[config.mk]
export PLATFORM = sky130hd
export DESIGN_NAME = alarm_sequencer
export DESIGN_NICKNAME = d
export VERILOG_FILES = /design/src/rtl/alarm_sequencer.sv
export SDC_FILE = /design/constraint.sdc
export NUM_CORES = 1
export LEC_CHECK = 0
export CAP_MARGIN = 30
export CORE_MARGIN = 2
export CORE_UTILIZATION = 55
export CTS_CLUSTER_DIAMETER = 100
export DETAILED_ROUTE_END_ITERATION = 16
export GPL_TIMING_DRIVEN = 0
export HOLD_SLACK_MARGIN = 0.05
export PLACE_DENSITY = 0.87
export SLEW_MARGIN = 20
export SYNTH_ARGS = -nofsm -noshare
export SYNTH_HDL_FRONTEND = slang
export SYNTH_SLANG_ARGS = --single-unit
[constraint.sdc]
create_clock -name CLK -period 5.2 [get_ports CLK]
set_input_delay 1.3 -clock CLK [delete_from_list [all_inputs] [get_ports CLK]]
set_output_delay 1.3 -clock CLK [all_outputs]
set_load 0.01 [all_outputs]
[src/rtl/alarm_sequencer.sv]
// alarm_sequencer: paces HC-SR04 measurements, times them out, and latches an intrusion alarm
// Ports:
//   CLK, RST_N          trigger-domain clock, asynchronous active-low reset
//   Arm                 asynchronous arm switch level (synchronised internally)
//   Threshold           intrusion distance; readings strictly below it (and nonzero) are hits
//   Meas_Done           one-cycle completion pulse from the sensor controller
//   Distance_Raw        measured distance, valid with Meas_Done; 0 means no echo
//   Meas_Start          one-cycle request pulse to the sensor controller
//   Armed               high in every state except DISARMED
//   Alarm               latched alarm
//   Sensor_Fault        sticky measurement-timeout flag
//   Hit_Count           consecutive-hit count
//   Last_Distance       most recent nonzero distance
module alarm_sequencer #(
  parameter int EXIT_DELAY = 4,
  parameter int PERIOD     = 8,
  parameter int TIMEOUT    = 20,
  parameter int HITS       = 3
) (
  input  logic       CLK,
  input  logic       RST_N,
  input  logic       Arm,
  input  logic [7:0] Threshold,
  input  logic       Meas_Done,
  input  logic [7:0] Distance_Raw,
  output logic       Meas_Start,
  output logic       Armed,
  output logic       Alarm,
  output logic       Sensor_Fault,
  output logic [3:0] Hit_Count,
  output logic [7:0] Last_Distance
);
  localparam logic [2:0] DISARMED = 3'd0;
  localparam logic [2:0] EXIT     = 3'd1;
  localparam logic [2:0] WAIT     = 3'd2;
  localparam logic [2:0] MEASURE  = 3'd3;
  localparam logic [2:0] ALARM    = 3'd4;

  logic [2:0]  state_q, state_d;
  logic [15:0] cnt_q, cnt_d;
  logic        arm_m_q, arm_s_q;
  logic        start_q, start_d;
  logic        alarm_q, alarm_d;
  logic        fault_q, fault_d;
  logic        armed_q, armed_d;
  logic [3:0]  hits_q, hits_d;
  logic [7:0]  dist_q, dist_d;
  logic        valid, hit;
  logic [3:0]  hits_nxt;

  assign valid    = Distance_Raw != 8'd0;
  assign hit      = valid && (Distance_Raw < Threshold);
  assign hits_nxt = hit ? hits_q + 4'd1 : (valid ? 4'd0 : hits_q);

  always_comb begin
    state_d = state_q;
    cnt_d   = cnt_q;
    alarm_d = alarm_q;
    fault_d = fault_q;
    hits_d  = hits_q;
    dist_d  = dist_q;
    if (!arm_s_q) begin
      state_d = DISARMED;
      cnt_d   = 16'd0;
      alarm_d = 1'b0;
      fault_d = 1'b0;
      hits_d  = 4'd0;
    end else begin
      case (state_q)
        DISARMED: begin
          state_d = EXIT;
          cnt_d   = 16'(EXIT_DELAY - 1);
        end
        EXIT, WAIT: begin
          state_d = (cnt_q == 16'd0) ? MEASURE : state_q;
          cnt_d   = (cnt_q == 16'd0) ? 16'd0 : cnt_q - 16'd1;
        end
        MEASURE: begin
          // A done arriving in the timeout cycle takes priority over the fault.
          if (Meas_Done) begin
            hits_d  = hits_nxt;
            dist_d  = valid ? Distance_Raw : dist_q;
            alarm_d = hit && (hits_nxt == 4'(HITS));
            state_d = alarm_d ? ALARM : WAIT;
            cnt_d   = 16'(PERIOD - 1);
          end else if (cnt_q == 16'(TIMEOUT - 1)) begin
            fault_d = 1'b1;
            state_d = WAIT;
            cnt_d   = 16'(PERIOD - 1);
          end else begin
            cnt_d = cnt_q + 16'd1;
          end
        end
        ALARM: state_d = ALARM;
        default: state_d = DISARMED;
      endcase
    end
    start_d = (state_d == MEASURE) && (state_q != MEASURE);
    armed_d = state_d != DISARMED;
  end

  always_ff @(posedge CLK or negedge RST_N) begin
    if (!RST_N) begin
      arm_m_q <= 1'b0;
      arm_s_q <= 1'b0;
      state_q <= DISARMED;
      cnt_q   <= 16'd0;
      start_q <= 1'b0;
      armed_q <= 1'b0;
      alarm_q <= 1'b0;
      fault_q <= 1'b0;
      hits_q  <= 4'd0;
      dist_q  <= 8'd0;
    end else begin
      arm_m_q <= Arm;
      arm_s_q <= arm_m_q;
      state_q <= state_d;
      cnt_q   <= cnt_d;
      start_q <= start_d;
      armed_q <= armed_d;
      alarm_q <= alarm_d;
      fault_q <= fault_d;
      hits_q  <= hits_d;
      dist_q  <= dist_d;
    end
  end

  assign Meas_Start    = start_q;
  assign Armed         = armed_q;
  assign Alarm         = alarm_q;
  assign Sensor_Fault  = fault_q;
  assign Hit_Count     = hits_q;
  assign Last_Distance = dist_q;
endmodule
==> impl_metrics.yaml, run 1 <==
setup_path:
  rr_startpoint: "cnt_q[0]"
  endpoint: "Hit_Count[2]"
  startpoint_type: "input pin"
  startpoint: "Distance_Raw[4]"
  rr_endpoint: "cnt_q[3]"
  cp.arrival_ns: 3.15
  reg2reg_depth: 8
  path_class: "in -> reg"
  cp_data_required_time_ns: 5.37
  critical_path.max_fanout: 8
  rrSetupSlack_ns: 2.63
  end_kind: "flip-flop"
finish:
  final_area_um2: 3089
  final_layout_size_suffix_gt1_share_pct: 7.736
  areaGrowthSynthToFinish_pct: 19.80
  layout.nets: 379
  antenna_cells: 0
  fin_util_pct: 69.51
flow_run:
  max_cap_viol_count: 0
placed_design:
  placed_cell_area_um2: 2999
  place_congestion: 0.8758
  dp_slack_ns: 1.872
  port_buffers: 34
  place_hpwl_mm: 4.798
global_route:
  gr-usage-all-layers_pct: 26.66
  grt.overflow.total: 0
  grt_pass1_vias: 2283
  antenna_found_initial: 0
  grt_pass1_wl_mm: 10.93
  grt_max_degree: 34
clocking:
  cts_made_buffers: 5
  cts_buffer_depth: 2
  htreeDepth: 2
  clk_latency_ns: 0.30
  cts_tree: "done"
  root_buffer: "clkbuf_8"
  post_cts_resize_count: 0
  clock_sinks: 37
  hold_buffers: 0
  clk_pin_slew_ns: 0.08
  post_cts_buffers: 0
die:
  die_w_um: 72.48
  die_h_um: 72.48
  io_pins: 36
  die_area_um2: 5253
  rows: 24
  initial_utilization_pct: 58.02
  core_um2: 4444
logic_synthesis:
  synth_fp_nets: 337
  syn_avg_cell_area_um2: 8.400
  synth_cell_types: 64
  synth_top_cell_area_share_pct: 35.90
  synth_edf_count: 0
  synthArstFlopShare_pct: 100.0
  seq_area_frac_synth_pct: 35.90
  yosysTopAreaCell: "dfrtp_1"
  synth.area.top_cells: "dfrtp_1, nand2_1, ha_1"
  synth_warnings: 0
  synthesis.area_um2: 2579
  synth_cells: 307
  ys_ff_latch: 37
  synth_flop_cell: "dfrtp_1"
timing:
  fin_crit_sh_pct: 57.33
  fmax_mhz: 335.5
  worst_pin_slew_ns: 0.9970
  timing.final.ws_setup_ns: 2.219
  hold_viol: 0
  rsz0062_at_grt: "no"
  setup_violations: 0
  relSlewSlack_pct: 33.02
  finalClockSkew_ns: 0.009882
  fin_setup_tns_ns: 0
  drv_slew: 0
  fin_crit_ns: 2.981
outcome:
  status: "finished, final reports clean"
routing:
  viasPerCell: 6.416
  drt-wirelength-per-cell_um: 16.39
  via_count: 2573
  route.final.wire_length_mm: 6.573
  ant_nets: 0
  drc: 0
  dr.pass1.iters: 7
  drt_iter0_drc: 241
power_and_ir_drop:
  leakage_nw: 1.299
  power_density_nw_per_um2: 538.2
  ir_drop_mv: 0.2953
  total_power_mw: 1.663
hold_path:
  hold_class: "reg -> reg"
==> sequential cells by signal, indices dropped and copies added (netlist names) <==
name,cells
Armed,1
Alarm,1
arm_s_q,1
Sensor_Fault,1
arm_m_q,1
state_q,3
Last_Distance,8
cnt_q,16
Hit_Count,4
Meas_Start,1
==> through the flow <==
step	hold WS, ns	std cells
after floorplan	0.3312	307
after global placement	0.3327	393
after detailed placement	0.3385	394
after CTS	0.3563	401
after global routing	0.3695	401
final	0.3522	401
==> critical path, stage by stage <==
cell and delay [ns]:
clkdlybuf4s50_1 0.46, or4_1 0.60, o21ai_1 0.46, nor3b_1 0.10, o21ai_0 0.16, a21oi_1 0.08
==> layer usage <==
layer  GRT usage, %  routed length [µm]  vias to the layer above
met2          41.90                3067                      137
met3          3.333                 499                       15
li1               -                   -                     1219
met4          9.877                 131                        0
met1          37.89                2876                     1202
met5              0                   0                        -
==> cell families (layout without fill, tap and decap cells) <==
logic type               after synthesis  count (layout)  synth area share, %
AND/OR/NAND/NOR                      138             138                30.08
AO/OA/AOI/OAI                         77              77                20.67
buffers and inverters                 39              81                6.405
flip-flops                            37              37                35.90
adder cells (fa/ha/maj)               10              10                4.852
XOR/XNOR                               5               5                1.699
multiplexers                           1               1               0.3882
==> how the worst min path moves through the flow <==
| stage | start | end | slack [ns] | cells after the start |
|---|---|---|---|---|
| after global routing | arm_m_q | arm_s_q | 0.37 | 0 |
| after CTS | arm_m_q | arm_s_q | 0.36 | 0 |
| final | arm_m_q | arm_s_q | 0.35 | 0 |
| after global placement | arm_m_q | arm_s_q | 0.33 | 0 |
| after detailed placement | arm_m_q | arm_s_q | 0.34 | 0 |
| after floorplan | arm_m_q | arm_s_q | 0.33 | 0 |
==> Yosys cell counts, types with 4 or more instances <==
library cell	n
inv_1	21
nand4_1	4
nor4_1	7
nor3_1	9
clkbuf_1	9
o21a_1	6
o21ai_0	10
or3_1	6
a21oi_1	20
dfrtp_1	37
nand2_1	45
nor2_1	19
nand3_1	16
buf_2	6
or4_1	4
ha_1	10
a211oi_1	4
==> report_power, final <==
part           total [mW]  leakage (nW)  internal (mW)  switching, mW
Clock               0.208        0.0433          0.105          0.103
Combinational       0.996         0.760          0.436          0.560
Sequential          0.460         0.496          0.374         0.0854
Total                1.66          1.30          0.915          0.748
==> final cells by class <==
| type | count | area (µm²) |
|---|---|---|
| Timing Repair Buffer | 35 | 355.3 |
| Inverter | 22 | 82.58 |
| Multi-Input combinational cell | 231 | 1488 |
| Clock buffer | 6 | 82.58 |
| Clock inverter | 1 | 7.507 |
| Tap cell | 52 | 65.06 |
| Buffer | 17 | 82.58 |
| Fill cell | 345 | 1355 |
| Sequential cell | 37 | 925.9 |
==> layout by cell type, fill, tap and decap left out, drive strengths merged, types with 4 or more instances in the layout <==
cell	Yosys	layout
o21a	6	6
a211oi	4	4
nor3	10	10
nor4	10	10
dfrtp	37	37
or4	4	4
clkdlybuf4s50	0	33
o21ai	12	12
nand3	16	16
buf	8	10
clkbuf	9	15
or2	4	4
nand4	5	5
a21oi	20	20
nor2	19	19
or3	6	6
nand2	45	45
ha	10	10
inv	21	21
No activity file was read; power rests on OpenSTA's default activity.
==> run 2: changes to the inputs <==
==> constraint.sdc (replaced) <==
create_clock -name CLK -period 3.1 [get_ports CLK]
set_input_delay 0.775 -clock CLK [delete_from_list [all_inputs] [get_ports CLK]]
set_output_delay 0.775 -clock CLK [all_outputs]
set_load 0.01 [all_outputs]
==> results of run 2 <==
The final DEF is identical to that of run 1. Status: finished, final reports clean.
Main changes from that run: setup slack after placement 1.872 ns -> 0.2972 ns; clock-pin slew on the worst setup and hold paths 0.08 ns -> 0.07 ns; setup slack after layout 2.219 ns -> 0.5274 ns; hold slack 0.3522 ns -> 0.2919 ns; start point of the critical path Distance_Raw[4] -> cnt_q[0]; end point of the critical path Hit_Count[2] -> cnt_q[3]; register-to-register setup slack 2.63 ns -> 0.53 ns; total power 1.663 mW -> 2.789 mW; worst IR drop on VDD 0.2953 mV -> 0.4953 mV
==> run 3: changes to the inputs <==
--- a/config.mk
+++ b/config.mk
@@ -7,12 +7,12 @@
 export LEC_CHECK = 0
 export CAP_MARGIN = 30
 export CORE_MARGIN = 2
-export CORE_UTILIZATION = 55
+export CORE_UTILIZATION = 50
 export CTS_CLUSTER_DIAMETER = 100
 export DETAILED_ROUTE_END_ITERATION = 16
 export GPL_TIMING_DRIVEN = 0
 export HOLD_SLACK_MARGIN = 0.05
-export PLACE_DENSITY = 0.87
+export PLACE_DENSITY = 0.84
 export SLEW_MARGIN = 20
 export SYNTH_ARGS = -nofsm -noshare
 export SYNTH_HDL_FRONTEND = slang
==> constraint.sdc (replaced) <==
create_clock -name CLK -period 2.2 [get_ports CLK]
set_input_delay 0.55 -clock CLK [delete_from_list [all_inputs] [get_ports CLK]]
set_output_delay 0.55 -clock CLK [all_outputs]
set_load 0.01 [all_outputs]
==> run 3 against run 2 <==
- critical path depth decreased by 2
- sequential share of layout area decreased by 2.0 points
- clock-buffer cell count decreased by 1
- critical path type is now in -> reg
- largest cell class unchanged
==> impl_metrics.yaml, run 3 (synthesis gave the netlist of run 1 again) <==
outcome:
  status: "finished, final reports clean"
timing:
  fmax_mhz: 464.0
  hold_viol: 0
  fin_setup_tns_ns: 0
  worst_pin_slew_ns: 0.5734
  finalClockSkew_ns: 0.009671
  relSlewSlack_pct: 61.77
  fin_crit_sh_pct: 97.96
  fin_crit_ns: 2.155
  drv_slew: 0
  setup_violations: 0
die:
  initial_utilization_pct: 51.14
  die_w_um: 75.82
  rows: 26
  io_pins: 36
  die_h_um: 75.82
  core_um2: 5042
  die_area_um2: 5748
global_route:
  grt_pass1_vias: 2336
  grt_pass1_wl_mm: 11.22
  antenna_found_initial: 0
  gr-usage-all-layers_pct: 25.74
  grt_max_degree: 27
  grt.overflow.total: 0
setup_path:
  startpoint: "Distance_Raw[4]"
  cp_data_required_time_ns: 2.41
  end_kind: "flip-flop"
  startpoint_type: "input pin"
  path_class: "in -> reg"
  critical_path.max_fanout: 3
  rr_startpoint: "cnt_q[0]"
  cp.arrival_ns: 2.37
routing:
  drt_iter0_drc: 294
  viasPerCell: 6.358
  drt-wirelength-per-cell_um: 17.50
  via_count: 2715
  drc: 0
  dr.pass1.iters: 7
  route.final.wire_length_mm: 7.472
  ant_nets: 0
clocking:
  clock_sinks: 37
  cts_tree: "done"
  clk_latency_ns: 0.30
  htreeDepth: 2
  clk_pin_slew_ns: 0.08
  root_buffer: "clkbuf_8"
  cts_made_buffers: 5
  cts_buffer_depth: 2
placed_design:
  port_buffers: 34
  place_congestion: 0.9305
  placedCellCount: 412
  placed_cell_area_um2: 3022
  place_hpwl_mm: 4.947
power_and_ir_drop:
  ir_drop_mv: 0.5781
  total_power_mw: 4.435
  leakage_nw: 1.372
  power_density_nw_per_um2: 1338
finish:
  antenna_cells: 0
  layout_commonest_cell: "nand2_1"
  final_layout_size_suffix_gt1_share_pct: 15.97
  final_cell_mix: "nand2_1, dfrtp_1, clkdlybuf4s50_1"
  fin_util_pct: 65.73
  largest-register: "cnt_q"
  layout.nets: 387
  areaGrowthSynthToFinish_pct: 28.53
  final_area_um2: 3314
  stdcell_count: 427
  largest_reg_flops: 16
hold_path:
  hold_class: "in -> async"
flow_run:
  max_cap_viol_count: 0
[run 3: critical path: stages]
cell	delay, ns
clkdlybuf4s50_1	0.46
or4_1	0.67
nor2_1	0.18
nor4_1	0.09
a41o_1	0.25
a21oi_1	0.17
[run 3: timing repair]
item | CTS | global route
setup endpoints to repair | 18 | 25
hold buffers | 0 | 0
gates resized for setup | 9 | 18
pin swaps | 1 | 6
buffers inserted | 3 | 6
[run 3: path summary, 6_finish.rpt]
| kind | to | slack (ns) | cells after the start |
|---|---|---|---|
| hold / removal | cnt_q[12] | 0.13 | 1 |
| hold reg to reg | arm_s_q | 0.35 | 0 |
| setup reg to reg | cnt_q[3] | 0.06 | 8 |
| max in group asynchronous | cnt_q[0] | 1.63 | 2 |
| min in group CLK | arm_s_q | 0.35 | 0 |
| setup / recovery | state_q[1] | 0.04 | 6 |
[run 3: layer usage]
| layer | GRT usage (%) | routed length (µm) |
|---|---|---|
| met1 | 36.17 | 2997 |
| met5 | 0 | 0 |
| met2 | 39.66 | 3685 |
| met3 | 4.497 | 562 |
| met4 | 9.552 | 226 |
[run 3: area by class of cell]
cell class | instances | area [µm²]
Clock inverter | 2 | 35.03
Inverter | 22 | 82.58
Fill cell | 417 | 1728
Timing Repair Buffer | 44 | 422.9
Tap cell | 70 | 87.58
Clock buffer | 5 | 68.82
Multi-Input combinational cell | 231 | 1612
Sequential cell | 37 | 927.1
Buffer | 16 | 78.83
[run 3: metrics by stage]
stage                     hold slack (ns)  setup slack [ns]
after floorplan                    0.2544           0.04304
after global placement             0.3349           -0.3247
after detailed placement           0.3355           -0.4096
after CTS                          0.1407         -0.001280
after global routing               0.1538          -0.04725
final                              0.1295           0.04479
[run 3: power breakdown]
group          leakage, nW  switching [mW]  internal (mW)  total [mW]
Combinational        0.823            1.49           1.25        2.74
Sequential           0.495           0.233          0.886        1.12
Clock               0.0540           0.250          0.330       0.580
==> RTL change 1 (flow settings as in run 3) <==
Set the parameter `PERIOD` to 4 (it was 8).
--- a/src/rtl/alarm_sequencer.sv
+++ b/src/rtl/alarm_sequencer.sv
@@ -13,7 +13,7 @@
 //   Last_Distance       most recent nonzero distance
 module alarm_sequencer #(
   parameter int EXIT_DELAY = 4,
-  parameter int PERIOD     = 8,
+  parameter int PERIOD     = 4,
   parameter int TIMEOUT    = 20,
   parameter int HITS       = 3
 ) (
Behaviour: no difference found for any inputs over 10 cycles, from zero or initial values and one cycle with RST_N low; that may be too few to reach the edited logic, so the function may still have changed.
==> RTL change 1 against run 3 <==
- die area is 0.32% lower
- setup slack got worse by 36 ps
- register-to-register slack worse by 50 ps
- final cell count rose by 0.47%
- routed wire length is 2.5% higher
- design area is 3.8% higher
- highest routed layer unchanged
- non-clock buffer count increased by 6
- total power is 8.7% lower
- first-iteration DRC count shrank 13%
- synthesized area decreased by 0.34%
- sequential cell count unchanged
- sequential share of layout area fell by 0.91 points
- via count stayed put
- critical endpoint is now cnt_q[15]$_DFFE_PN0P_
- fmax is 1.6% lower
==> RTL change 1: results (changes against run 3) <==
<table>
<tr><th>Metric</th><th>Value</th></tr>
<tr><th colspan="2">Setup path</th></tr>
<tr><td>Critical R2R Capture</td><td>cnt_q[15]$_DFFE_PN0P_</td></tr>
<tr><td>Top fanout value on the critical path</td><td>8 (+5)</td></tr>
<tr><td>Critical Path Slowest Stage Cell</td><td>sky130_fd_sc_hd__or4b_4</td></tr>
<tr><td>Crit path largest cell delay</td><td>500 ps (-170 ps)</td></tr>
<tr><th colspan="2">Synthesis</th></tr>
<tr><td>Post-synthesis sequential area ratio</td><td>36.03% (+0.12 points)</td></tr>
<tr><td>Mux share of post-synthesis cell area</td><td>3.505% (+3.1 points)</td></tr>
<tr><td>Compound-gate portion of the synthesized area</td><td>24.83% (+4.2 points)</td></tr>
<tr><td>XOR/XNOR Fraction of Synth Area</td><td>1.363% (-0.34 points)</td></tr>
<tr><td>Post-Synthesis Mean Instance Area</td><td>8.426 sq um (+0.31%)</td></tr>
<tr><th colspan="2">GRT</th></tr>
<tr><td>Aggregate global-route resource usage</td><td>27.21% (+1.5 points)</td></tr>
<tr><td>Largest net degree at the start of global routing</td><td>28 (+3.7%)</td></tr>
<tr><td>Met3 Resource Use GR</td><td>5.291% (+0.79 points)</td></tr>
<tr><td>Via count of the first global-routing pass</td><td>2584 (+11%)</td></tr>
<tr><th colspan="2">Final layout</th></tr>
<tr><td>Number of nets in the layout</td><td>389 (+0.52%)</td></tr>
<tr><td>Ratio of cells with drive above 1 in the final layout</td><td>23.12% (+7.2 points)</td></tr>
<tr><td>Fillers</td><td>372 (-11%)</td></tr>
<tr><th colspan="2">Timing</th></tr>
<tr><td>Maximum clock frequency</td><td>456.5 MHz (-1.6%)</td></tr>
<tr><td>Clock skew</td><td>5.760 ps (-3.910 ps)</td></tr>
<tr><td>Worst hold slack across all endpoints</td><td>121.7 ps (-7.848 ps)</td></tr>
<tr><th colspan="2">Drt</th></tr>
<tr><td>Wirelength, routed</td><td>7.657 mm (+2.5%)</td></tr>
<tr><td>DRC marker count from the first detailed-route iteration</td><td>255 (-13%)</td></tr>
<tr><td>Wire length on met1</td><td>3.045 mm (+1.6%)</td></tr>
<tr><td>Wire length on met2</td><td>3.839 mm (+4.2%)</td></tr>
<tr><th colspan="2">Power</th></tr>
<tr><td>Portion of total power attributed to the clock network</td><td>12.1% (-1.0 points)</td></tr>
<tr><td>Maximum vdd drop</td><td>494.3 uV (-14%)</td></tr>
<tr><th colspan="2">Placed design</th></tr>
<tr><td>Count of placed standard cells including taps</td><td>411 (-0.24%)</td></tr>
<tr><td>Final HPWL DP</td><td>4.928 mm (-0.37%)</td></tr>
<tr><th colspan="2">Status</th></tr>
<tr><td>Status</td><td>complete, no violations</td></tr>
</table>
[RTL change 1: stage by stage]
stage	instance area (sq um)	TNS, ps
2_1_floorplan	2579	0
3_3_place_gp	3017	-21840
3_5_place_dp	3032	-12100
4_1_cts	3292	-4.518
5_1_grt	3440	-254.9
6_report	3440	0
[RTL change 1: timing repair]
action / in CTS / in global routing
hold buffers: 0 / 0
setup buffers: 9 / 10
pin swaps: 8 / 20
setup endpoints to repair: 30 / 29
resized for setup: 22 / 28
[RTL change 1: cell type report]
| class | instances | area, sq um | area share, % |
|---|---|---|---|
| Timing Repair Buffer | 55 | 518.0 | 15.06 |
| Sequential cell | 37 | 930.9 | 27.06 |
| Multi-Input combinational cell | 235 | 1704 | 49.55 |
| Tap cell | 70 | 87.58 | 2.546 |
| Inverter | 14 | 56.30 | 1.637 |
| Clock buffer | 7 | 86.33 | 2.510 |
| Buffer | 11 | 56.30 | 1.637 |
==> RTL change 2 (flow settings as in run 3) <==
Without the edit above. Register the input `Threshold` before use, with the module's reset. The logic sees it one clock later. The other inputs are not delayed to match.
--- a/src/rtl/alarm_sequencer.sv
+++ b/src/rtl/alarm_sequencer.sv
@@ -36,6 +36,16 @@
   localparam logic [2:0] MEASURE  = 3'd3;
   localparam logic [2:0] ALARM    = 3'd4;
 
+  logic [7:0] Threshold_q;
+
+  always_ff @(posedge CLK or negedge RST_N) begin
+    if (!RST_N) begin
+      Threshold_q <= '0;
+    end else begin
+      Threshold_q <= Threshold;
+    end
+  end
+
   logic [2:0]  state_q, state_d;
   logic [15:0] cnt_q, cnt_d;
   logic        arm_m_q, arm_s_q;
@@ -49,7 +59,7 @@
   logic [3:0]  hits_nxt;
 
   assign valid    = Distance_Raw != 8'd0;
-  assign hit      = valid && (Distance_Raw < Threshold);
+  assign hit      = valid && (Distance_Raw < Threshold_q);
   assign hits_nxt = hit ? hits_q + 4'd1 : (valid ? 4'd0 : hits_q);
 
   always_comb begin
Behaviour: not the same (Yosys sat finds a counterexample within 10 cycles, from zero or initial values and one cycle with RST_N low).
==> RTL change 2 against run 3 <==
- the run now ends with negative setup slack left
- design area is 10% higher
- die area grew 7.9%
- via count up 1.2%
- routed wire length grew 6.4%
- final cell count fell by 0.70%
- total power rose by 15%
- clock power rose by 31%
- synthesized area up 8.4%
- sequential cell count is 8 higher
- setup slack worse by 49 ps
- worst hold slack improved by 140 ps
- count of clock-buffer cells in the layout stayed put
==> RTL change 2: results (changes against run 3) <==
<table>
<tr><th>Metric</th><th>Value</th></tr>
<tr><th colspan="2">Final layout</th></tr>
<tr><td>Number of nets in the layout</td><td>381 (-1.6%)</td></tr>
<tr><td>Ratio of cells with drive above 1 in the final layout</td><td>23.01% (+7.0 points)</td></tr>
<tr><td>Fillers</td><td>428 (+2.6%)</td></tr>
<tr><th colspan="2">Placed design</th></tr>
<tr><td>Count of placed standard cells including taps</td><td>402 (-2.4%)</td></tr>
<tr><td>Number of input and output port buffers inserted</td><td>35 (+2.9%)</td></tr>
<tr><td>Final Wtd Congestion</td><td>0.9214 (-0.98%)</td></tr>
<tr><th colspan="2">Setup path</th></tr>
<tr><td>Top fanout value on the critical path</td><td>7 (+4)</td></tr>
<tr><td>Crit path largest cell delay</td><td>570 ps (-100 ps)</td></tr>
<tr><td>Critical path startpoint</td><td>cnt_q[11]$_DFFE_PN0P_</td></tr>
<tr><td>Critical Path Slowest Stage Cell</td><td>sky130_fd_sc_hd__or4_4</td></tr>
<tr><td>Critical R2R Capture</td><td>cnt_q[12]$_DFFE_PN0P_</td></tr>
<tr><th colspan="2">Drt</th></tr>
<tr><td>Wire length on met2</td><td>3.960 mm (+7.5%)</td></tr>
<tr><td>Number of detailed-route iterations in the first pass</td><td>6 (-1)</td></tr>
<tr><td>Routed wl met3</td><td>617 microns (+9.8%)</td></tr>
<tr><td>DRC marker count from the first detailed-route iteration</td><td>251 (-15%)</td></tr>
<tr><th colspan="2">GRT</th></tr>
<tr><td>Met3 Resource Use GR</td><td>4.773% (+0.28 points)</td></tr>
<tr><td>Met1 usage</td><td>32.54% (-3.6 points)</td></tr>
<tr><th colspan="2">Clock network</th></tr>
<tr><td>Cts repair resizes</td><td>16 (+7)</td></tr>
<tr><th colspan="2">Status</th></tr>
<tr><td>Violated checks</td><td>negative setup slack</td></tr>
<tr><td>Status</td><td>finished with violations</td></tr>
<tr><th colspan="2">Power</th></tr>
<tr><td>Combinational share of power</td><td>59.7% (-2.0 points)</td></tr>
<tr><th colspan="2">Synthesis</th></tr>
<tr><td>Cell types with the largest area share after synthesis</td><td>sky130_fd_sc_hd__dfrtp_1 40%, sky130_fd_sc_hd__ha_1 4.5%, sky130_fd_sc_hd__a21oi_1 3.2%</td></tr>
<tr><td>Ranking of synthesized cells by instance count</td><td>45 x sky130_fd_sc_hd__dfrtp_1, 23 x sky130_fd_sc_hd__nand2_1, 18 x sky130_fd_sc_hd__a21oi_1, 18 x sky130_fd_sc_hd__nor2_1, 14 x sky130_fd_sc_hd__o21ai_0</td></tr>
<tr><th colspan="2">Timing</th></tr>
<tr><td>Worst Slack Setup Final</td><td>-4.297 ps (-49.08 ps)</td></tr>
<tr><td>Final setup violation count</td><td>1 (+1)</td></tr>
</table>
## RTL change 2: changes by cell type after synthesis, sizes merged, moves of 6 or more
cell	delta
nand2	-22
inv	-9
and3	+6
nand3	-9
mux2	+7
dfrtp	+8
## RTL change 2: how the worst min path moves through the flow
stage                     cells past startpoint                    end  slack (ps)         startpoint
after global routing                          1  cnt_q[13]$_DFFE_PN0P_         320              RST_N
after CTS                                     1  cnt_q[13]$_DFFE_PN0P_         290              RST_N
final                                         1  cnt_q[13]$_DFFE_PN0P_         270              RST_N
after global placement                        0      arm_s_q$_DFF_PN0_         330  arm_m_q$_DFF_PN0_
after detailed placement                      0      arm_s_q$_DFF_PN0_         340  arm_m_q$_DFF_PN0_
after floorplan                               0      Alarm$_DFFE_PN0P_         250              RST_N
## RTL change 2: logic make-up after synthesis
group,count (synthesis),synth area share (%)
muxes,7,2.820
adders and majority gates,10,4.476
xor gates and xnor gates,7,2.193
AOI/OAI and AO/OA,91,23.90
DFF,45,40.29
buffers and inverters,29,5.147
and+or+nand+nor,105,21.17
## RTL change 2: metrics by stage
stage | TNS (ps) | instance area (sq um) | utilization (%) | worst slack [ps]
6_report | -4.297 | 3654 | 67.17 | -4.297
5_1_grt | -33.14 | 3654 | 67.17 | -14.68
4_1_cts | 0 | 3511 | 64.55 | 0.6002
3_5_place_dp | -11380 | 3258 | 59.90 | -536.7
3_3_place_gp | -41830 | 3236 | 59.49 | -688.1
2_1_floorplan | 0 | 2795 | - | 69.45
## RTL change 2: cell type report
cell class | count | area share (%)
well taps | 72 | 2.466
clock inverters | 3 | 1.884
plain buffers | 15 | 2.740
multi-input cells | 220 | 45.38
flip-flops and latches | 45 | 30.96
inverters | 13 | 1.438
clock buffers | 5 | 1.884
repair buffers | 51 | 13.25
